<file path="src/rtl/spmv_pkg.sv">
// Shared types and defaults for the SpMV calc kernel row feeder.
package spmv_pkg;

  localparam int PTR_W_DEF  = 32;
  localparam int DATA_W_DEF = 64;

  typedef enum logic [1:0] {
    BASE  = 2'd0,
    PTR   = 2'd1,
    TIMES = 2'd2,
    PAIRS = 2'd3
  } feed_state_t;

endpackage

</file>
<file path="src/rtl/spmv_row_feeder_pair_join_reg.sv">
// One-entry (A, B) operand register. Both halves load together; each half
// drains on its own handshake so the multiplier can take them separately.
module pair_join_reg #(
  parameter int DATA_W = 64
) (
  input  logic              clk,
  input  logic              rst,
  input  logic              load,
  input  logic [DATA_W-1:0] a_data,
  input  logic [DATA_W-1:0] b_data,
  input  logic              a_ready,
  input  logic              b_ready,
  output logic              a_pend,
  output logic              b_pend,
  output logic [DATA_W-1:0] a_q,
  output logic [DATA_W-1:0] b_q,
  output logic              free
);

  // Entry can take a new pair only if every set flag is leaving this cycle.
  always_comb begin
    free = (!a_pend || a_ready) && (!b_pend || b_ready);
  end

  // Load sets both flags; otherwise each flag clears on its own handshake.
  always_ff @(posedge clk) begin
    if (rst) begin
      a_pend <= 1'b0;
      b_pend <= 1'b0;
      a_q    <= '0;
      b_q    <= '0;
    end else if (load) begin
      a_pend <= 1'b1;
      b_pend <= 1'b1;
      a_q    <= a_data;
      b_q    <= b_data;
    end else begin
      if (a_pend && a_ready) a_pend <= 1'b0;
      if (b_pend && b_ready) b_pend <= 1'b0;
    end
  end

endmodule

</file>
<file path="src/rtl/spmv_row_feeder.sv">
// CSR row feeder: turns row pointers into a TIMES count followed by exactly
// that many (value, x[col]) operand pairs for the dot-product unit.
module spmv_row_feeder
  import spmv_pkg::*;
#(
  parameter int PTR_W  = PTR_W_DEF,
  parameter int DATA_W = DATA_W_DEF
) (
  input  logic              clk,
  input  logic              rst,
  input  logic [PTR_W-1:0]  S_AXIS_ROWPTR_tdata,
  input  logic              S_AXIS_ROWPTR_tvalid,
  output logic              S_AXIS_ROWPTR_tready,
  input  logic              S_AXIS_ROWPTR_tlast,
  input  logic [DATA_W-1:0] S_AXIS_VAL_tdata,
  input  logic              S_AXIS_VAL_tvalid,
  output logic              S_AXIS_VAL_tready,
  input  logic [DATA_W-1:0] S_AXIS_VEC_tdata,
  input  logic              S_AXIS_VEC_tvalid,
  output logic              S_AXIS_VEC_tready,
  output logic [PTR_W-1:0]  M_AXIS_TIMES_tdata,
  output logic              M_AXIS_TIMES_tvalid,
  input  logic              M_AXIS_TIMES_tready,
  output logic [DATA_W-1:0] M_AXIS_A_tdata,
  output logic              M_AXIS_A_tvalid,
  input  logic              M_AXIS_A_tready,
  output logic [DATA_W-1:0] M_AXIS_B_tdata,
  output logic              M_AXIS_B_tvalid,
  input  logic              M_AXIS_B_tready,
  output logic [31:0]       rows_done,
  output logic              busy,
  output logic              err
);

  feed_state_t      state_q, state_d;
  logic [PTR_W-1:0] prev_q, len_q, remain_q;
  logic             last_q;
  logic [31:0]      rows_q;
  logic             err_q;

  logic ptr_hs, times_hs, pair_free, in_open, load, row_end;

  assign ptr_hs   = S_AXIS_ROWPTR_tvalid && S_AXIS_ROWPTR_tready;
  assign times_hs = M_AXIS_TIMES_tvalid && M_AXIS_TIMES_tready;
  assign load     = S_AXIS_VAL_tready && S_AXIS_VAL_tvalid && S_AXIS_VEC_tvalid;
  // Row is finished once every pair is loaded and the entry is emptying.
  assign row_end  = (state_q == PAIRS) && (remain_q == '0) && pair_free;

  pair_join_reg #(.DATA_W(DATA_W)) u_join (
    .clk     (clk),
    .rst     (rst),
    .load    (load),
    .a_data  (S_AXIS_VAL_tdata),
    .b_data  (S_AXIS_VEC_tdata),
    .a_ready (M_AXIS_A_tready),
    .b_ready (M_AXIS_B_tready),
    .a_pend  (M_AXIS_A_tvalid),
    .b_pend  (M_AXIS_B_tvalid),
    .a_q     (M_AXIS_A_tdata),
    .b_q     (M_AXIS_B_tdata),
    .free    (pair_free)
  );

  // State register.
  always_ff @(posedge clk) begin
    if (rst) state_q <= BASE;
    else     state_q <= state_d;
  end

  // Next-state logic.
  always_comb begin
    state_d = state_q;
    case (state_q)
      BASE:  if (ptr_hs && !S_AXIS_ROWPTR_tlast) state_d = PTR;
      PTR:   if (ptr_hs) state_d = TIMES;
      TIMES: if (times_hs) begin
               if (len_q != '0) state_d = PAIRS;
               else             state_d = last_q ? BASE : PTR;
             end
      PAIRS: if (row_end) state_d = last_q ? BASE : PTR;
      default: state_d = BASE;
    endcase
  end

  // Handshake outputs; readies are held low while reset is asserted.
  always_comb begin
    in_open              = (state_q == PAIRS) && (remain_q != '0) && pair_free;
    S_AXIS_ROWPTR_tready = !rst && ((state_q == BASE) || (state_q == PTR));
    S_AXIS_VAL_tready    = !rst && in_open;
    S_AXIS_VEC_tready    = !rst && in_open;
    M_AXIS_TIMES_tvalid  = (state_q == TIMES);
    M_AXIS_TIMES_tdata   = len_q;
    busy                 = (state_q != BASE);
    rows_done            = rows_q;
    err                  = err_q;
  end

  // Row bookkeeping: pointer difference, pairs remaining, completed rows, error.
  always_ff @(posedge clk) begin
    if (rst) begin
      prev_q   <= '0;
      len_q    <= '0;
      remain_q <= '0;
      last_q   <= 1'b0;
      rows_q   <= '0;
      err_q    <= 1'b0;
    end else begin
      if (ptr_hs && state_q == BASE) prev_q <= S_AXIS_ROWPTR_tdata;
      if (ptr_hs && state_q == PTR) begin
        if (S_AXIS_ROWPTR_tdata < prev_q) begin
          len_q <= '0;
          err_q <= 1'b1;
        end else begin
          len_q <= S_AXIS_ROWPTR_tdata - prev_q;
        end
        prev_q <= S_AXIS_ROWPTR_tdata;
        last_q <= S_AXIS_ROWPTR_tlast;
      end
      if (times_hs) begin
        if (len_q == '0) rows_q <= rows_q + 32'd1;
        else             remain_q <= len_q;
      end
      if (load)    remain_q <= remain_q - PTR_W'(1);
      if (row_end) rows_q <= rows_q + 32'd1;
    end
  end

endmodule

</file>
<file path="config.mk">
export PLATFORM = sky130hd
export DESIGN_NAME = spmv_row_feeder
export DESIGN_NICKNAME = d
export VERILOG_FILES = /design/src/rtl/spmv_pkg.sv /design/src/rtl/spmv_row_feeder_pair_join_reg.sv /design/src/rtl/spmv_row_feeder.sv
export SDC_FILE = /design/constraint.sdc
export NUM_CORES = 1
export LEC_CHECK = 0
export BUFFER_PORTS_ARGS = -buffer_cell sky130_fd_sc_hd__clkbuf_2
export CAP_MARGIN = 20
export CORE_ASPECT_RATIO = 1.75
export CORE_UTILIZATION = 57
export CTS_BUF_LIST = sky130_fd_sc_hd__clkbuf_8
export DETAILED_ROUTE_END_ITERATION = 8
export PLACE_DENSITY_LB_ADDON = 0.3
export SLEW_MARGIN = 5
export SYNTH_ARGS = -nofsm -noshare
export SYNTH_HDL_FRONTEND = slang
export SYNTH_SLANG_ARGS = --single-unit
</file>
<file path="constraint.sdc">
create_clock -name clk -period 5.31 [get_ports clk]
set_input_delay 1.062 -clock clk [delete_from_list [all_inputs] [get_ports clk]]
set_output_delay 1.062 -clock clk [all_outputs]
set_load 0.03 [all_outputs]
</file>
# Word-level counts from Yosys, hierarchy flattened
# Cells that the tools add are included.
# W data, S select, Z words.
[totals]
wordCells = 82
ff_bits = 262
out_inout_bits = 200
in_bits = 169
[classes]
n_addsub = 3
mux = 20
reduce_logical = 39
n_eq_ne = 8
magnitude_cmp = 1
[op_table]
columns = ["op", "n"]
rows = [
  ["$mux W32", 9],
  ["$logic_not A32 Y1", 2],
  ["$reduce_bool A32 Y1", 2],
  ["$add A32 B1 Y32 const B", 1],
  ["$lt A32 B32 Y1", 1],
  ["$sub A32 B1 Y32 const B", 1],
  ["$sub A32 B32 Y32", 1],
  ["$logic_and A1 B1 Y1", 16],
  ["$reduce_bool A2 Y1", 7],
  ["$mux W2", 5],
  ["$ne A2 B2 Y1 const B", 4],
  ["$pmux W2 S4", 1],
  ["$reduce_and A2 Y1", 3],
  ["$mux W1", 5],
  ["$eq A2 B2 Y1 const B", 2],
  ["$logic_not A1 Y1", 4],
  ["$reduce_and A4 Y1", 1],
  ["$logic_or A1 B1 Y1", 3],
  ["$eq A2 B1 Y1 const B", 1],
  ["$logic_not A2 Y1", 1],
  ["$ne A2 B1 Y1 const B", 1],
]

# Logic depth before layout (Yosys ltp)
[depth]
ltp_word = 9
depth_mapped = 14
mapped_depth_nobuf = 12

# Modules after synthesis
# From an unflattened synthesis, not the netlist that was laid out.
[unflattened]
hier_cells = 1344
hier_area_um2 = 12221.7
[by_module_without_submodules]
columns = ["module", "instances", "area_each_um2", "seq_area_each_um2", "cells_each"]
rows = [
  ["spmv_row_feeder", 1, 7521.0, 2642.5, 923],
  ["pair_join_reg", 1, 4700.8, 2602.5, 421],
]

# Least setup slack after synthesis
# No wires, ideal clock.
[synth_path]
kind = "input port to flip-flop"
startpoint = "input M_AXIS_A_tready"
endpoint = "register remain_q[20]"
path_stages = 11
setup_ps = 75
t_required_ps = 5235
path_buffers = 2
setup_slack_ps = 1414
arrival_time_ps = 3821
cell_sequence = "nor2b_1 -> nor3_1 -> nand2b_1 -> a21oi_1 -> nand3_1 -> or3_1 -> buf_2 -> or3_1 -> buf_2 -> or3_1 -> a31oi_1"
[synth_via]
elab_chain_len = 8
word_cells_on_any_way = 10
classes_between = "eq/ne (1); mux (1); reduce/logical (8)"
[synth_lines]
columns = ["item", "line", "source"]
rows = [
  ["from (decl)", "spmv_row_feeder.sv:26", "input logic M_AXIS_A_tready,"],
  ["$logic_or A1 B1 Y1 *", "spmv_row_feeder_pair_join_reg.sv:22", "free = (!a_pend || a_ready) && (!b_pend || b_ready);"],
  ["$logic_and A1 B1 Y1 *", "spmv_row_feeder_pair_join_reg.sv:22", ""],
  ["$logic_and A1 B1 Y1 *", "spmv_row_feeder.sv:87", "in_open = (state_q == PAIRS) && (remain_q != '0) && pair_free;"],
  ["$logic_and A1 B1 Y1 *", "spmv_row_feeder.sv:89", "S_AXIS_VAL_tready = !rst && in_open;"],
  ["via S_AXIS_VAL_tready", "spmv_row_feeder.sv:17", "output logic S_AXIS_VAL_tready,"],
  ["$logic_and A1 B1 Y1 * (2 in a row)", "spmv_row_feeder.sv:45", "assign load = S_AXIS_VAL_tready && S_AXIS_VAL_tvalid && S_AXIS_VEC_tvalid;"],
  ["$ne A2 B2 Y1 (no line) or $reduce_bool A2 Y1 (tied branches)", "-", ""],
  ["$reduce_and A2 Y1 (no line)", "-", ""],
  ["to (signal assigned)", "spmv_row_feeder.sv:121", "else remain_q <= len_q;"],
  ["to (signal assigned)", "spmv_row_feeder.sv:123", "if (load) remain_q <= remain_q - PTR_W'(1);"],
  ["to (decl)", "spmv_row_feeder.sv:36", "logic [PTR_W-1:0] prev_q, len_q, remain_q;"],
]
# The timed path passes the listed nets; every way through them passes the cells marked *.
# A chain may end at the register's enable or synchronous reset.

# Final worst setup path
[layout_path]
startpoint = "register remain_q[0]"
endpoint = "output S_AXIS_VAL_tready"
[layout_via]
elab_chain_len = 4
[layout_lines]
columns = ["item", "line"]
rows = [
  ["$reduce_bool A32 Y1", "spmv_row_feeder.sv:87"],
  ["$logic_and A1 B1 Y1 (2 in a row)", "spmv_row_feeder.sv:87"],
  ["$logic_and A1 B1 Y1", "spmv_row_feeder.sv:89"],
  ["to (decl)", "spmv_row_feeder.sv:17"],
]
# No other way between the ends.

==> results.yml <==
timing:
  final.period_utilization_pct: 80.2
  relSlewSlack_pct: 24.5
  final.setup.tns_ps: 0
  setup_viol: 0
  clock_skew_ps: 19.3
  rsz0062_at_grt: "no"
  holdWs_ps: 451
  setup_ws_ps: 1050
  final-max-slew-violation-count: 0
  worst_slew_pin_slew_ps: 1120
  max_freq_mhz: 235
  hold_viol_final: 0
  period_needed_ps: 4260
pwr:
  ir_worst_vdd_v: 0.000274
  power_leakage_nw: 6.03
  powerDensity_mw_per_mm2: 283
  power_mw: 4.04
cts:
  clock_path_buffers: 3
  cts_root_buf: "clkbuf_8"
  cts_inserted_buffers: 38
  clock_latency_ps: 530
  cts_setup_buffers: 0
  cts_tree: "yes"
  cts_hold_buf: 0
  cts.sinks: 262
  ctsResizeCount: 0
  h-tree-depth: 2
  path_clk_slew_ps: 70
routing:
  viasPerCell: 5.59
  dr.pass1.iters: 7
  routed_wl_microns: 34800
  vias: 11600
  drc: 0
  drtIter0Drc: 899
  wl_per_cell_microns: 16.8
  ant_nets: 0
yosys:
  syn_inst: 1469
  synthArstFlopShare_pct: 0
  synth_adder_area_share_pct: 3.93
  yosysWarnings: 0
  syn_area_sq_mm: 0.0116
  synth_top_family_by_area: "simple AND/OR/NAND/NOR gates"
  synth_compound_area_share_pct: 19.4
  synth_nets: 1674
  synth_top_area_share_pct: 45.0
  synth.distinct_cells: 59
  synth_area_leaders: "dfxtp_1, nand2_1, a21oi_1"
  yosys.area.top_type: "dfxtp_1"
  ys_seq_area_share_pct: 45.0
  synth_flop_cell: "dfxtp_1"
  synth_edf_count: 0
  synth_mux_area_share_pct: 0.183
  ys_ff_latch: 262
  yosys.area_share.simple_pct: 22.6
  yosys.area_share.xor_xnor_pct: 4.21
  syn_avg_cell_area_sq_um: 7.93
placed_design:
  gp_congestion: 0.947
  postPlaceCellArea_sq_mm: 0.0135
  dpl_worst_slack_ps: 1110
  hpwl_microns: 25900
  io_buffers: 368
  placedCellCount: 2004
critical_path:
  required_ps: 4250
  cp-end-kind: "output pin"
  r2r_start: "remain_q[0]"
  critPathMaxFanout: 8
  worstPathArrival_ps: 3200
  timing.critical_path.from: "remain_q[0]"
  cp-start-kind: "register"
  worstReg2RegEnd: "remain_q[28]"
  rr_worst_depth: 11
  rrSetupSlack_ps: 1460
  criticalPathCategory: "reg -> out"
  critPathCapture: "S_AXIS_VAL_tready"
die:
  rows: 68
  dieArea_sq_mm: 0.0210
  die_w_microns: 110
  start_util_pct: 58.5
  ios: 369
  core-area_sq_mm: 0.0199
  die_y_microns: 191
finish:
  final_area_sq_mm: 0.0143
  final_nets: 2004
  final_cell_mix: "clkbuf_2, nand2_1, dfxtp_1"
  drive_gt1_share_pct: 24.5
  syn2layout_area_growth_pct: 22.6
  post-route-util_pct: 71.7
  final_common_cell: "clkbuf_2"
  layout.cells.non_filler: 2073
global_routing:
  overflow: 0
  antenna_found_initial: 12
  grt_first_pass_wirelength_microns: 52200
  grt_pass1_vias: 10600
  track_usage_pct: 31.6
  grt_start_max_net_pins: 93
outcome:
  run_status: "finished clean"
worst_hold_path:
  worstHoldPathType: "reg -> reg"
job:
  cap_violations: 0
==> worst min-delay path by stage <==
stage,start,to,slack (ps),cells past startpoint
3_3_place_gp,u_join.a_q[10],u_join.a_q[10],440,2
5_1_grt,u_join.a_q[8],u_join.a_q[8],470,2
3_5_place_dp,u_join.b_q[50],u_join.b_q[50],450,2
4_1_cts,u_join.b_q[50],u_join.b_q[50],450,2
2_1_floorplan,last_q,last_q,440,2
6_report,u_join.a_q[8],u_join.a_q[8],450,2
==> where the power goes <==
part	switching, mW	internal, mW
sequential	0.0191	1.99
combinational	0.298	0.198
clock	0.741	0.792
==> flip-flops by register name, summed over array words and instances (netlist names) <==
signal              count
state_q                 2
remain_q               32
u_join.b_pend           1
err                     1
M_AXIS_TIMES_tdata     32
u_join.a_pend           1
u_join.b_q             64
prev_q                 32
u_join.a_q             64
last_q                  1
rows_done              32
==> per-layer routing <==
| layer | GRT usage [%] | up-vias | wire [microns] |
|---|---|---|---|
| met5 | 0 | - | 101 |
| met4 | 15.2 | 14 | 1380 |
| met3 | 12.1 | 103 | 3570 |
| met2 | 54.4 | 446 | 17300 |
| met1 | 33.0 | 5314 | 12500 |
| li1 | - | 5719 | - |
==> area by class of cell <==
class                   count  area, sq um
fillers                  1642         5630
repair buffers            377         1920
inverters                  49          184
multi-input cells        1071         5900
diodes                      6         15.0
clock inverters            16         66.3
clock buffers              47          647
flip-flops and latches    262         5250
well taps                 245          307
==> Yosys cell counts (all sizes together) (3+ instances only) <==
library cell and number:
nand2b 6, o21a 4, and3 5, o311ai 5, or2 5, or4 8, nor3 26, nand3b 3
o21bai 4, nand3 35, a22o 11, a31oi 10, clkbuf 67, or3 10, nor2b 9, and4 4
o21ai 24, dfxtp 262, a21o 13, a221oi 5, o31ai 35, buf 20, inv 49, xnor2 32
xor2 24, a22oi 15, ha 35, nand4 13, and2 5, nor4 15, o211ai 14, a21oi 216
a211oi 4, a31o 4, nand2 352, nor2 100
==> logic make-up after synthesis <==
logic type,Yosys count
simple gates,602
flops,262
fa+ha+maj,36
xor+xnor,56
mux,2
compound gates,375
buf+inv,136
==> critical path, stage by stage, from the launching register on <==
cell and delay [ps]:
dfxtp_1 350, inv_1 70, ha_1 210, or3b_2 490, or4_1 470, nor4_4 490
a21oi_1 280, clkbuf_2 300
Power figures use the tool's default switching activity.
